<file path="config.mk">
export PLATFORM = sky130hd
export DESIGN_NAME = vga_timing_gen
export DESIGN_NICKNAME = d
export VERILOG_FILES = /design/src/rtl/vga_pkg.sv /design/src/rtl/vga_delay_line.sv /design/src/rtl/vga_timing_gen.sv
export SDC_FILE = /design/constraint.sdc
export NUM_CORES = 1
export LEC_CHECK = 0
export BUFFER_PORTS_ARGS = -buffer_cell sky130_fd_sc_hd__buf_4
export CORE_AREA = 2 2 88 90
export DETAILED_ROUTE_END_ITERATION = 8
export DIE_AREA = 0 0 90 92
export GPL_ROUTABILITY_DRIVEN = 1
export SKIP_LAST_GASP = 1
export SLEW_MARGIN = 10
export SYNTH_ARGS = -nofsm -noshare
export SYNTH_HDL_FRONTEND = slang
export SYNTH_HIERARCHICAL = 1
export SYNTH_SLANG_ARGS = --single-unit
</file>
<file path="constraint.sdc">
create_clock -name clk -period 1.9 [get_ports clk]
set_input_delay 0.38 -clock clk [delete_from_list [all_inputs] [get_ports clk]]
set_output_delay 0.38 -clock clk [all_outputs]
set_load 0.01 [all_outputs]
</file>
<file path="src/rtl/vga_pkg.sv">
// vga_pkg: shared phase encoding, default 800x600@60 timing and total-length helpers
package vga_pkg;
  typedef enum logic [1:0] {PH_SYNC, PH_BACK, PH_ACTIVE, PH_FRONT} phase_e;
  localparam int DEF_H_SYNC   = 128;
  localparam int DEF_H_BACK   = 88;
  localparam int DEF_H_ACTIVE = 800;
  localparam int DEF_H_FRONT  = 40;
  localparam int DEF_V_SYNC   = 4;
  localparam int DEF_V_BACK   = 23;
  localparam int DEF_V_ACTIVE = 600;
  localparam int DEF_V_FRONT  = 1;
  function automatic int h_total(int s, int b, int a, int f);
    return s + b + a + f;
  endfunction
  function automatic int v_total(int s, int b, int a, int f);
    return s + b + a + f;
  endfunction
endpackage

</file>
<file path="src/rtl/vga_delay_line.sv">
// vga_delay_line: enable-gated shift register with reset fill value; DEPTH=0 is a wire
module vga_delay_line
  import vga_pkg::*;
#(
  parameter int WIDTH = 1,
  parameter int DEPTH = 1,
  parameter logic [WIDTH-1:0] RST_VAL = '0
) (
  input  logic             clk,
  input  logic             rst_n,
  input  logic             en,
  input  logic [WIDTH-1:0] din,
  output logic [WIDTH-1:0] dout
);
  generate
    if (DEPTH == 0) begin : g_bypass
      assign dout = din;
    end else begin : g_shift
      logic [WIDTH-1:0] stage [DEPTH];
      // shift one stage per enabled clock; reset refills every stage with the inactive value
      always_ff @(posedge clk or negedge rst_n)
        if (!rst_n) begin
          for (int i = 0; i < DEPTH; i++) stage[i] <= RST_VAL;
        end else if (en) begin
          stage[0] <= din;
          for (int i = 1; i < DEPTH; i++) stage[i] <= stage[i-1];
        end
      assign dout = stage[DEPTH-1];
    end
  endgenerate
endmodule

</file>
<file path="src/rtl/vga_timing_gen.sv">
// vga_timing_gen: VGA raster counters, phase FSMs, pixel coordinates and delayed syncs
// Optional VGA_TIMING_GEN_FRAME_CNT_EN adds a 16-bit frame counter output.
module vga_timing_gen
  import vga_pkg::*;
#(
  parameter int H_SYNC     = DEF_H_SYNC,
  parameter int H_BACK     = DEF_H_BACK,
  parameter int H_ACTIVE   = DEF_H_ACTIVE,
  parameter int H_FRONT    = DEF_H_FRONT,
  parameter int V_SYNC     = DEF_V_SYNC,
  parameter int V_BACK     = DEF_V_BACK,
  parameter int V_ACTIVE   = DEF_V_ACTIVE,
  parameter int V_FRONT    = DEF_V_FRONT,
  parameter int CNT_W      = 11,
  parameter int SYNC_DELAY = 2,
  parameter bit HS_POL     = 1'b0,
  parameter bit VS_POL     = 1'b0
) (
  input  logic             clk,
  input  logic             rst_n,
  input  logic             pix_en,
  output logic [CNT_W-1:0] x,
  output logic [CNT_W-1:0] y,
  output logic             active,
  output logic             line_start,
  output logic             frame_start,
  output logic             hsync_o,
  output logic             vsync_o,
  output logic             de_o
`ifdef VGA_TIMING_GEN_FRAME_CNT_EN
  ,
  output logic [15:0]      frame_cnt
`endif
);
  localparam int H_TOT = h_total(H_SYNC, H_BACK, H_ACTIVE, H_FRONT);
  localparam int V_TOT = v_total(V_SYNC, V_BACK, V_ACTIVE, V_FRONT);
  localparam logic [CNT_W-1:0] H_E0  = CNT_W'(H_SYNC - 1);
  localparam logic [CNT_W-1:0] H_E1  = CNT_W'(H_SYNC + H_BACK - 1);
  localparam logic [CNT_W-1:0] H_E2  = CNT_W'(H_SYNC + H_BACK + H_ACTIVE - 1);
  localparam logic [CNT_W-1:0] H_E3  = CNT_W'(H_TOT - 1);
  localparam logic [CNT_W-1:0] V_E0  = CNT_W'(V_SYNC - 1);
  localparam logic [CNT_W-1:0] V_E1  = CNT_W'(V_SYNC + V_BACK - 1);
  localparam logic [CNT_W-1:0] V_E2  = CNT_W'(V_SYNC + V_BACK + V_ACTIVE - 1);
  localparam logic [CNT_W-1:0] V_E3  = CNT_W'(V_TOT - 1);
  localparam logic [CNT_W-1:0] H_OFS = CNT_W'(H_SYNC + H_BACK);
  localparam logic [CNT_W-1:0] V_OFS = CNT_W'(V_SYNC + V_BACK);

  function automatic phase_e next_ph(phase_e ph, logic [CNT_W-1:0] c,
                                     logic [CNT_W-1:0] e0, logic [CNT_W-1:0] e1,
                                     logic [CNT_W-1:0] e2, logic [CNT_W-1:0] e3);
    return (ph == PH_SYNC   && c == e0) ? PH_BACK   :
           (ph == PH_BACK   && c == e1) ? PH_ACTIVE :
           (ph == PH_ACTIVE && c == e2) ? PH_FRONT  :
           (ph == PH_FRONT  && c == e3) ? PH_SYNC   : ph;
  endfunction

  logic [CNT_W-1:0] hcnt, vcnt;
  phase_e           hph, vph, hph_n, vph_n;
  logic             h_wrap, v_wrap, on, first_px, hs_raw, vs_raw;

  assign h_wrap   = hcnt == H_E3;
  assign v_wrap   = vcnt == V_E3;
  assign on       = hph == PH_ACTIVE && vph == PH_ACTIVE;
  assign first_px = on && hcnt == H_OFS;

  // phase advance: horizontal every pixel, vertical only on the line wrap
  always_comb begin
    hph_n = next_ph(hph, hcnt, H_E0, H_E1, H_E2, H_E3);
    vph_n = h_wrap ? next_ph(vph, vcnt, V_E0, V_E1, V_E2, V_E3) : vph;
  end

  // raster counters and registered phase state, frozen while pix_en is low
  always_ff @(posedge clk or negedge rst_n)
    if (!rst_n) begin
      hcnt <= '0;
      vcnt <= '0;
      hph  <= PH_SYNC;
      vph  <= PH_SYNC;
    end else if (pix_en) begin
      hcnt <= h_wrap ? '0 : hcnt + 1'b1;
      vcnt <= h_wrap ? (v_wrap ? '0 : vcnt + 1'b1) : vcnt;
      hph  <= hph_n;
      vph  <= vph_n;
    end

  // coordinate/marker/raw sync registers; markers only pulse on enabled cycles
  always_ff @(posedge clk or negedge rst_n)
    if (!rst_n) begin
      x           <= '0;
      y           <= '0;
      active      <= 1'b0;
      line_start  <= 1'b0;
      frame_start <= 1'b0;
      hs_raw      <= ~HS_POL;
      vs_raw      <= ~VS_POL;
    end else begin
      line_start  <= pix_en && first_px;
      frame_start <= pix_en && first_px && vcnt == V_OFS;
      if (pix_en) begin
        x      <= on ? hcnt - H_OFS : '0;
        y      <= on ? vcnt - V_OFS : '0;
        active <= on;
        hs_raw <= hph == PH_SYNC ? HS_POL : ~HS_POL;
        vs_raw <= vph == PH_SYNC ? VS_POL : ~VS_POL;
      end
    end

`ifdef VGA_TIMING_GEN_FRAME_CNT_EN
  // frame counter steps on the same edge that raises frame_start
  always_ff @(posedge clk or negedge rst_n)
    if (!rst_n) frame_cnt <= '0;
    else if (pix_en && first_px && vcnt == V_OFS) frame_cnt <= frame_cnt + 16'd1;
`endif

  vga_delay_line #(
    .WIDTH  (3),
    .DEPTH  (SYNC_DELAY),
    .RST_VAL({~HS_POL, ~VS_POL, 1'b0})
  ) u_dly (
    .clk  (clk),
    .rst_n(rst_n),
    .en   (pix_en),
    .din  ({hs_raw, vs_raw, active}),
    .dout ({hsync_o, vsync_o, de_o})
  );
endmodule

</file>
==> results.ini, run 1 <==
[run]
cap_violations = 0

[routing]
vias = 2332
antenna_left = 0
drcViolationCount = 0
wl_um = 6510
firstDrtPassIters = 4
drtIter0Drc = 174
via_per_inst = 5.14
wire_per_inst_um = 14.3

[power_and_ir_drop]
p_total_mw = 3.48
p_int_mw = 2.52
leakage_nw = 1.73
power_frac_seq_pct = 41.9
p_clk_share_pct = 40.0
power.switching_mw = 0.955
p_per_area_nw_per_um2 = 946
ir_worst_vdd_uv = 436
switching_share_pct = 27.5
pwr-share-comb_pct = 18.1

[cells_and_area]
fillCellCount = 698
layout_common_cells = dfrtp_1, buf_4, inv_1
drive_gt1_share_pct = 24.7
stdcell_count = 454
diodes = 0
final_util_pct = 49.4
area_growth_pct = 21.4
final_common_cell = dfrtp_1
design_area_um2 = 3680
nets = 355

[global_route]
grt.overflow.total = 0
grt_pass1_vias = 2214
grtUsageMet2_pct = 23.8
grt_pass1_wl_um = 10900
use_met1_pct = 24.2
grt_usage_pct = 16.3
antenna_found_initial = 0
busiest_layer = met1
grt_max_degree = 39
globalRouteMet3Util_pct = 3.37

[place]
gp_congestion = 0.885
port_buffers = 30
dpl.hpwl_um = 4560
post-place-cells = 437
dpl-instance-area_um2 = 3420

[synthesis]
synth_seq_cells = 59
synth_area_um2 = 3030
synth_top_area_share_pct = 43.8
synth.avg_cell_area_um2 = 9.77
yosysSeqAreaShare_pct = 49.0
synth_fp_nets = 318
netlist_instances = 310
post_synth_num_cell_types = 51
yosys.area.top_type = dfrtp_1
yosys_warnings = 6
yosys-top-cells-area = dfrtp_1, dfstp_2, xor2_1

[clock_network]
cts_root_buffer = clkbuf_8
htree_num_levels = 3
cts_tree = built
clk_pin_slew_worst_paths_ns = 0.07
clock_latency_ns = 0.33
cts_buffers = 9
cts_setup_buffers = 0
numClockSinks = 59
cts.path.max_buffers = 2

[worst_setup_path]
critPathSlowestCell = dfrtp_1
critPathCaptureType = register
critPathLaunchType = register
path_max_fanout = 7
critical_path.top_delay_family = simple AND/OR/NAND/NOR gates
max_stage_delay_ns = 0.44
worst-path-buf-inv = 0
worstSetupPathType = reg -> reg
cp_cell_sequence = ha_1, nor2b_2, and3_1, nand2_1, a221o_1
cp.required_ns = 2.11
crit_arrival_ns = 2.04

[die]
start_util_pct = 40.7
die_h_um = 92
rows = 32
die_area_um2 = 8280
floorplan.core_area_um2 = 7450
pin_count = 31
die_w_um = 90

[sta]
fmax_ghz = 0.547
clock-skew-final_ns = 0.00749
period_share_pct = 96.2
holdWs_ns = 0.418
period_needed_ns = 1.83
slew_violations = 0
tightest_slew_ns = 0.426
max_slew_margin_pct = 71.6
setup_violations = 0
hold_viol = 0
rsz0062_at_grt = true

[outcome]
status = finished, final reports clean

[hold_path]
hold_class = in -> reg

==> cell usage after synthesis (all sizes together) <==
| cell | n |
|---|---|
| or4b | 1 |
| nor4b | 1 |
| nor4 | 5 |
| nand4 | 5 |
| or2 | 1 |
| nor3b | 3 |
| dfstp | 6 |
| o21ai | 16 |
| nand2b | 1 |
| nor3 | 6 |
| nand2 | 23 |
| and4bb | 2 |
| a31oi | 5 |
| o32ai | 1 |
| and4 | 3 |
| o41ai | 1 |
| mux2 | 7 |
| o21bai | 2 |
| xnor2 | 7 |
| or3 | 1 |
| o22ai | 22 |
| and3 | 5 |
| nand3 | 11 |
| a211o | 1 |
| buf | 14 |
| dfrtp | 53 |
| o211a | 1 |
| clkbuf | 10 |
| inv | 32 |
| and2 | 3 |
| xor2 | 18 |
| ha | 5 |
| o31a | 1 |
| a22o | 1 |
| nor2 | 18 |
| o31ai | 1 |
| mux2i | 1 |
| nor2b | 3 |
| a21oi | 8 |
| nand4b | 1 |
| o32a | 1 |
| a221o | 1 |
| a21o | 2 |
==> flip-flops by register name, indices dropped and copies added, names as in the netlist <==
signal	cells
vs_raw	1
line_start	1
hcnt	11
hph	2
vph	2
y	11
u_dly/g_shift.stage	3
hs_raw	1
x	11
active	1
u_dly/dout	3
vcnt	11
frame_start	1
==> final timing paths <==
kind / start / to / slack [ns] / cells after the start
worst max-delay path: vcnt[0]$_DFFE_PN0P_ / vph[0]$_DFFE_PN0P_ / 0.07 / 5
worst min-delay path: pix_en / hs_raw$_DFFE_PN1P_ / 0.42 / 3
worst min register to register: hs_raw$_DFFE_PN1P_ / hs_raw$_DFFE_PN1P_ / 0.50 / 2
min in group asynchronous: rst_n / x[5]$_DFFE_PN0P_ / 0.49 / 2
max in group asynchronous: rst_n / vs_raw$_DFFE_PN1P_ / 0.85 / 3
worst max register to register: vcnt[0]$_DFFE_PN0P_ / vph[0]$_DFFE_PN0P_ / 0.07 / 5
==> worst min-delay path: cells and delay by family <==
family / cells / cell delay [ns]
compound gates: 1 / 0.10
buf+inv: 2 / 0.27
==> metrics by stage <==
| stage | setup WS, ns | TNS [ns] |
|---|---|---|
| 2_1_floorplan | 0.240 | 0 |
| 3_3_place_gp | 0.173 | 0 |
| 3_5_place_dp | 0.0684 | 0 |
| 4_1_cts | 0.0219 | 0 |
| 5_1_grt | -0.0312 | -0.0366 |
| 6_report | 0.0715 | 0 |
==> cell type report <==
class,count,area (um^2),share of cell area [%]
Timing Repair Buffer,50,390,10.6
Clock inverter,6,114,3.10
Inverter,32,120,3.27
Sequential cell,59,1480,40.3
Clock buffer,10,128,3.47
Tap cell,102,128,3.47
Multi-Input combinational cell,195,1320,35.7
==> cells by family (layout without fill, tap and decap cells) <==
family | count (synthesis) | in the layout | synth area share, %
buffers and inverters | 56 | 98 | 7.89
multiplexers | 8 | 8 | 3.68
adder cells (fa/ha/maj) | 5 | 5 | 2.07
flip-flops | 59 | 59 | 49.0
AND/OR/NAND/NOR | 93 | 93 | 16.9
AO/OA/AOI/OAI | 64 | 64 | 13.2
XOR/XNOR | 25 | 25 | 7.23
==> what timing repair did <==
item	4_1_cts	5_1_grt
gates resized for setup	0	2
hold buffers	1	0
setup endpoints to repair	0	6
endpoints found under the hold margin	20	0
==> power by group through the flow <==
stage | combinational [mW] | clock, mW | sequential, mW
floorplan | 0.391 | 0 | 1.47
global placement | 0.614 | 0 | 1.47
detailed placement | 0.630 | 0 | 1.48
CTS | 0.636 | 1.41 | 1.45
global route | 0.715 | 1.47 | 1.47
finish | 0.630 | 1.39 | 1.46
==> layer usage <==
layer  share of wire [%]  vias up
li1                    -     1148
met1                  51     1114
met2                  44       65
met3                 4.8        5
met4                0.81        0
met5                   0        -
Note: power is estimated with default switching activity, not from simulation.
==> inputs of run 2 (changes only) <==
- CELL_PAD_IN_SITES_DETAIL_PLACEMENT: unset -> 1
- CELL_PAD_IN_SITES_GLOBAL_PLACEMENT: unset -> 2
- CORE_AREA: 2 2 88 90 -> 2 2 94 96
- DIE_AREA: 0 0 90 92 -> 0 0 96 98
- PLACE_DENSITY_LB_ADDON: unset -> 0.1
==> results.ini, run 2 (same netlist as run 1, synthesis figures left out) <==
[worst_setup_path]
worstSetupPathType = reg -> reg  ; unchanged
path_max_fanout = 7  ; unchanged
cp.required_ns = 2.11  ; about the same
critPathSlowestCell = dfrtp_1  ; unchanged
critPathLaunchType = register  ; unchanged
crit_arrival_ns = 2.00  ; was 2.04 ns
reg2reg_depth = 5  ; unchanged
reg2reg_from = vcnt[0]$_DFFE_PN0P_  ; unchanged
critPathCaptureType = register  ; unchanged
critical_path.top_delay_family = simple AND/OR/NAND/NOR gates  ; unchanged
r2r_slack_ns = 0.11  ; was 0.07 ns
cp_cell_sequence = ha_2, nor2b_1, and3_1, nand2_1, a221o_1  ; was ha_1, nor2b_2, and3_1, nand2_1, a221o_1
worst-path-buf-inv = 0  ; unchanged
max_stage_delay_ns = 0.49  ; was 0.44 ns
reg2reg_to = vph[0]$_DFFE_PN0P_  ; unchanged

[sta]
period_share_pct = 94.2  ; was 96.2%
setup_violations = 0  ; unchanged
fmax_ghz = 0.558  ; was 0.547 GHz
clock-skew-final_ns = 0.0168  ; was 0.00749 ns
slew_violations = 0  ; unchanged
holdWs_ns = 0.444  ; was 0.418 ns
max_slew_margin_pct = 70.4  ; was 71.6%
tightest_slew_ns = 0.444  ; was 0.426 ns
period_needed_ns = 1.79  ; was 1.83 ns
rsz0062_at_grt = true  ; unchanged
tns_ns = 0  ; unchanged
hold_viol = 0  ; unchanged

[clock_network]
htree_num_levels = 3  ; unchanged
cts_tree = built  ; unchanged
clk_pin_slew_worst_paths_ns = 0.09  ; was 0.07 ns
clock_latency_ns = 0.34  ; was 0.33 ns
numClockSinks = 59  ; unchanged
cts.path.max_buffers = 2  ; unchanged
cts_root_buffer = clkbuf_8  ; unchanged
cts_buffers = 9  ; unchanged

[global_route]
grt.overflow.total = 0  ; unchanged
grt_pass1_wl_um = 12600  ; was 10900 um
grt_max_degree = 33  ; was 39
grt_pass1_vias = 2411  ; was 2214
grt_usage_pct = 17.3  ; was 16.3%
antenna_found_initial = 0  ; unchanged

[routing]
via_per_inst = 5.04  ; was 5.14
antenna_left = 0  ; unchanged
drcViolationCount = 0  ; unchanged
wl_um = 7560  ; was 6510 um
drtIter0Drc = 101  ; was 174
firstDrtPassIters = 4  ; unchanged
vias = 2354  ; was 2332
wire_per_inst_um = 16.2  ; was 14.3 um

[place]
dpl-instance-area_um2 = 3480  ; was 3420 um^2
gp_congestion = 0.839  ; was 0.885
dpl.hpwl_um = 5560  ; was 4560 um
port_buffers = 30  ; unchanged

[cells_and_area]
seqCellArea_um2 = 1480  ; unchanged
layout_common_cells = buf_4, dfrtp_1, inv_1  ; was dfrtp_1, buf_4, inv_1
drive_gt1_share_pct = 26.5  ; was 24.7%
design_area_um2 = 3700  ; was 3680 um^2
diodes = 0  ; unchanged
nets = 362  ; was 355
final_common_cell = buf_4  ; was dfrtp_1
multi_input_area_um2 = 1320  ; unchanged
area_growth_pct = 22.1  ; was 21.4%
fillCellCount = 986  ; was 698

[die]
die_area_um2 = 9410  ; was 8280 um^2
die_w_um = 96  ; was 90 um
die_h_um = 98  ; was 92 um
rows = 34  ; was 32
pin_count = 31  ; unchanged
start_util_pct = 35.8  ; was 40.7%
floorplan.core_area_um2 = 8470  ; was 7450 um^2

[outcome]
status = finished, final reports clean  ; unchanged

[power_and_ir_drop]
leakage_nw = 1.75  ; was 1.73 nW
p_per_area_nw_per_um2 = 894  ; was 946 nW/um^2
ir_worst_vdd_uv = 367  ; was 436 uV

[hold_path]
hold_start = pix_en  ; unchanged
hold_depth = 3  ; unchanged
min_delay_worst_endpoint = hs_raw$_DFFE_PN1P_  ; unchanged
hold_class = in -> reg  ; unchanged

[run]
cap_violations = 0  ; unchanged

## run 2: worst register-to-register path, stage by stage (launching register included)
cell and delay (ns):
dfrtp_1 0.49, ha_2 0.31, nor2b_1 0.18, and3_1 0.29
nand2_1 0.09, a221o_1 0.30
## run 2: layout make-up
cell class	instances	share of cell area, %
sequential	59	40.1
multi-input combinational	195	35.6
clock buffer	9	3.35
timing repair buffer	57	12.0
inverter	32	3.25
clock inverter	7	2.06
tap	108	3.65
## run 2: worst max-delay path by stage
stage	start	endpoint	slack, ns	cells after the start
CTS	vcnt[0]$_DFFE_PN0P_	vph[0]$_DFFE_PN0P_	0.05	5
global placement	vcnt[0]$_DFFE_PN0P_	vph[0]$_DFFE_PN0P_	0.18	5
floorplan	hcnt[5]$_DFFE_PN0P_	vph[1]$_DFFE_PN0P_	0.24	6
global route	vcnt[0]$_DFFE_PN0P_	vph[0]$_DFFE_PN0P_	0.004	5
finish	vcnt[0]$_DFFE_PN0P_	vph[0]$_DFFE_PN0P_	0.11	5
detailed placement	vcnt[0]$_DFFE_PN0P_	vph[0]$_DFFE_PN0P_	0.1	5
## run 2: where the power goes
part           switching [mW]  internal (mW)  total, mW
registers              0.0897           1.37       1.46
clock network           0.555          0.614       1.17
logic                   0.380          0.301      0.681
total                    1.02           2.28       3.31
## run 2: routing by layer
metal  up-vias  global-route usage [%]  part of all wire [%]
met5         -                       0                     0
met4         0                    7.25                   1.5
met3         9                    2.62                   3.0
met2        34                    24.4                    43
met1      1153                    26.2                    53
li1       1158                       -                     -
## run 2: timing repair
action / in CTS / in global routing
hold endpoints to repair: 25 / 0
resized for setup: 0 / 2
hold buffers: 1 / 0
setup endpoints to repair: 0 / 5
setup buffers: 0 / 0
## run 2: through the flow
step | power (mW) | setup slack [ns] | util (%) | std cells
global placement | 2.15 | 0.177 | 41.1 | 450
finish | 3.31 | 0.109 | 43.7 | 467
global route | 3.51 | 0.00371 | 43.7 | 467
detailed placement | 2.17 | 0.0966 | 41.1 | 450
CTS | 3.36 | 0.0488 | 43.6 | 467
floorplan | 1.86 | 0.240 | - | 310
==> inputs of run 3 (changes only) <==
- CAP_MARGIN: unset -> 20
- PLACE_DENSITY_LB_ADDON: 0.1 -> 0.05
==> results.ini, run 3 (same netlist as run 1, synthesis figures left out) <==
[outcome]
status = finished, final reports clean  ; unchanged

[cells_and_area]
area_growth_pct = 21.7  ; was 22.1%
layout_common_cells = dfrtp_1, buf_4, inv_1  ; was buf_4, dfrtp_1, inv_1
drive_gt1_share_pct = 26.5  ; about the same
final_common_cell = dfrtp_1  ; was buf_4
final_util_pct = 43.6  ; was 43.7%
nets = 358  ; was 362
diodes = 0  ; unchanged

[sta]
period_needed_ns = 1.77  ; was 1.79 ns
tns_ns = 0  ; unchanged
rsz0062_at_grt = false  ; was true
period_share_pct = 93.0  ; was 94.2%
fin_ws_ns = 0.133  ; was 0.109 ns
max_slew_margin_pct = 69.6  ; was 70.4%
tightest_slew_ns = 0.456  ; was 0.444 ns
hold_viol = 0  ; unchanged
setup_violations = 0  ; unchanged
fmax_ghz = 0.566  ; was 0.558 GHz
clock-skew-final_ns = 0.0120  ; was 0.0168 ns
slew_violations = 0  ; unchanged

[place]
port_buffers = 30  ; unchanged
pre_cts_slack_ns = 0.0548  ; was 0.0966 ns
dpl.hpwl_um = 5330  ; was 5560 um
gp_congestion = 0.791  ; was 0.839

[global_route]
grt_usage_pct = 17.3  ; about the same
antenna_found_initial = 0  ; unchanged
grt_pass1_wl_um = 12500  ; was 12600 um
grt_pass1_vias = 2427  ; was 2411
grt_max_degree = 41  ; was 33
grt.overflow.total = 0  ; unchanged

[routing]
drtIter0Drc = 83  ; was 101
wire_per_inst_um = 16.2  ; about the same
firstDrtPassIters = 4  ; unchanged
wl_um = 7500  ; was 7560 um
vias = 2352  ; was 2354
via_per_inst = 5.08  ; was 5.04
antenna_left = 0  ; unchanged
drcViolationCount = 0  ; unchanged

[clock_network]
cts.path.max_buffers = 2  ; unchanged
clock_latency_ns = 0.34  ; about the same
cts_buffers = 9  ; unchanged
numClockSinks = 59  ; unchanged
cts_root_buffer = clkbuf_8  ; unchanged
htree_num_levels = 3  ; unchanged
cts_tree = built  ; unchanged
clk_pin_slew_worst_paths_ns = 0.07  ; was 0.09 ns

[power_and_ir_drop]
p_int_mw = 2.38  ; was 2.28 mW
ir_worst_vdd_uv = 348  ; was 367 uV
pwr-share-comb_pct = 19.2  ; was 20.6%
p_per_area_nw_per_um2 = 918  ; was 894 nW/um^2
p_total_mw = 3.38  ; was 3.31 mW
switching_share_pct = 29.7  ; was 31.0%
power.switching_mw = 1.00  ; was 1.02 mW
leakage_nw = 1.73  ; was 1.75 nW
power_frac_seq_pct = 42.9  ; was 44.1%
p_clk_share_pct = 37.9  ; was 35.4%

[worst_setup_path]
critPathLaunchType = register  ; unchanged
worstSetupPathType = reg -> reg  ; unchanged
critPathCaptureType = register  ; unchanged
crit_arrival_ns = 1.99  ; was 2.00 ns
path_max_fanout = 7  ; unchanged
cp.required_ns = 2.13  ; was 2.11 ns

[die]
die_w_um = 96  ; unchanged
die_h_um = 98  ; unchanged
start_util_pct = 35.8  ; unchanged
rows = 34  ; unchanged
pin_count = 31  ; unchanged
die_area_um2 = 9410  ; unchanged
floorplan.core_area_um2 = 8470  ; unchanged

[hold_path]
hold_class = in -> reg  ; unchanged

[run]
cap_violations = 0  ; unchanged

[run 3: cell types whose count changed in the layout (fill, tap and decap cells not counted), sizes merged]
cell      change
clkinvlp      +1
buf           -4
bufinv        +1
inv           -2
[run 3: critical path, stage by stage (launching register included)]
cell and delay (ns):
dfrtp_1 0.40, ha_1 0.24, and3_2 0.25, and4_1 0.30
nand4_1 0.13, mux2_2 0.33
[run 3: power by group through the flow]
stage / clock [mW] / combinational [mW] / sequential (mW)
6_report: 1.28 / 0.651 / 1.45
3_3_place_gp: 0 / 0.647 / 1.47
5_1_grt: 1.37 / 0.737 / 1.47
2_1_floorplan: 0 / 0.391 / 1.47
3_5_place_dp: 0 / 0.651 / 1.48
4_1_cts: 1.31 / 0.656 / 1.45
[run 3: layer usage]
metal / track usage [%] / wire (um) / part of all wire, %
met1: 27.0 / 3990 / 53
met3: 3.24 / 218 / 2.9
met4: 6.59 / 123 / 1.6
met5: 0 / 0 / 0
met2: 23.6 / 3170 / 42
[run 3: path summary, 6_finish.rpt]
path	from	endpoint	slack, ns	cells after the start
setup / recovery	hcnt[0]$_DFFE_PN0P_	vcnt[7]$_DFFE_PN0P_	0.13	5
max in group asynchronous	rst_n	hs_raw$_DFFE_PN1P_	0.85	3
hold / removal	pix_en	hcnt[2]$_DFFE_PN0P_	0.34	3
hold reg to reg	vs_raw$_DFFE_PN1P_	vs_raw$_DFFE_PN1P_	0.51	2
setup reg to reg	hcnt[0]$_DFFE_PN0P_	vcnt[7]$_DFFE_PN0P_	0.13	5
min in group asynchronous	rst_n	x[3]$_DFFE_PN0P_	0.48	2
[run 3: final cells by class]
class	count	area (um^2)
multi-input cells	195	1320
inverters	32	120
clock inverters	7	92.6
fillers	968	4780
flip-flops and latches	59	1480
well taps	108	135
clock buffers	9	124
repair buffers	53	413
[run 3: what timing repair did]
item,in CTS,in global routing
setup endpoints to repair,0,8
hold buffers,1,0
hold endpoints to repair,23,0
setup buffers,0,1
resized for setup,0,5
[run 3: metrics by stage]
stage	cells	hold slack (ns)	cell area, um^2
after floorplan	310	0.0844	3030
after global placement	445	0.310	3440
after detailed placement	445	0.315	3440
after CTS	462	0.331	3670
after global routing	463	0.353	3690
final	463	0.339	3690
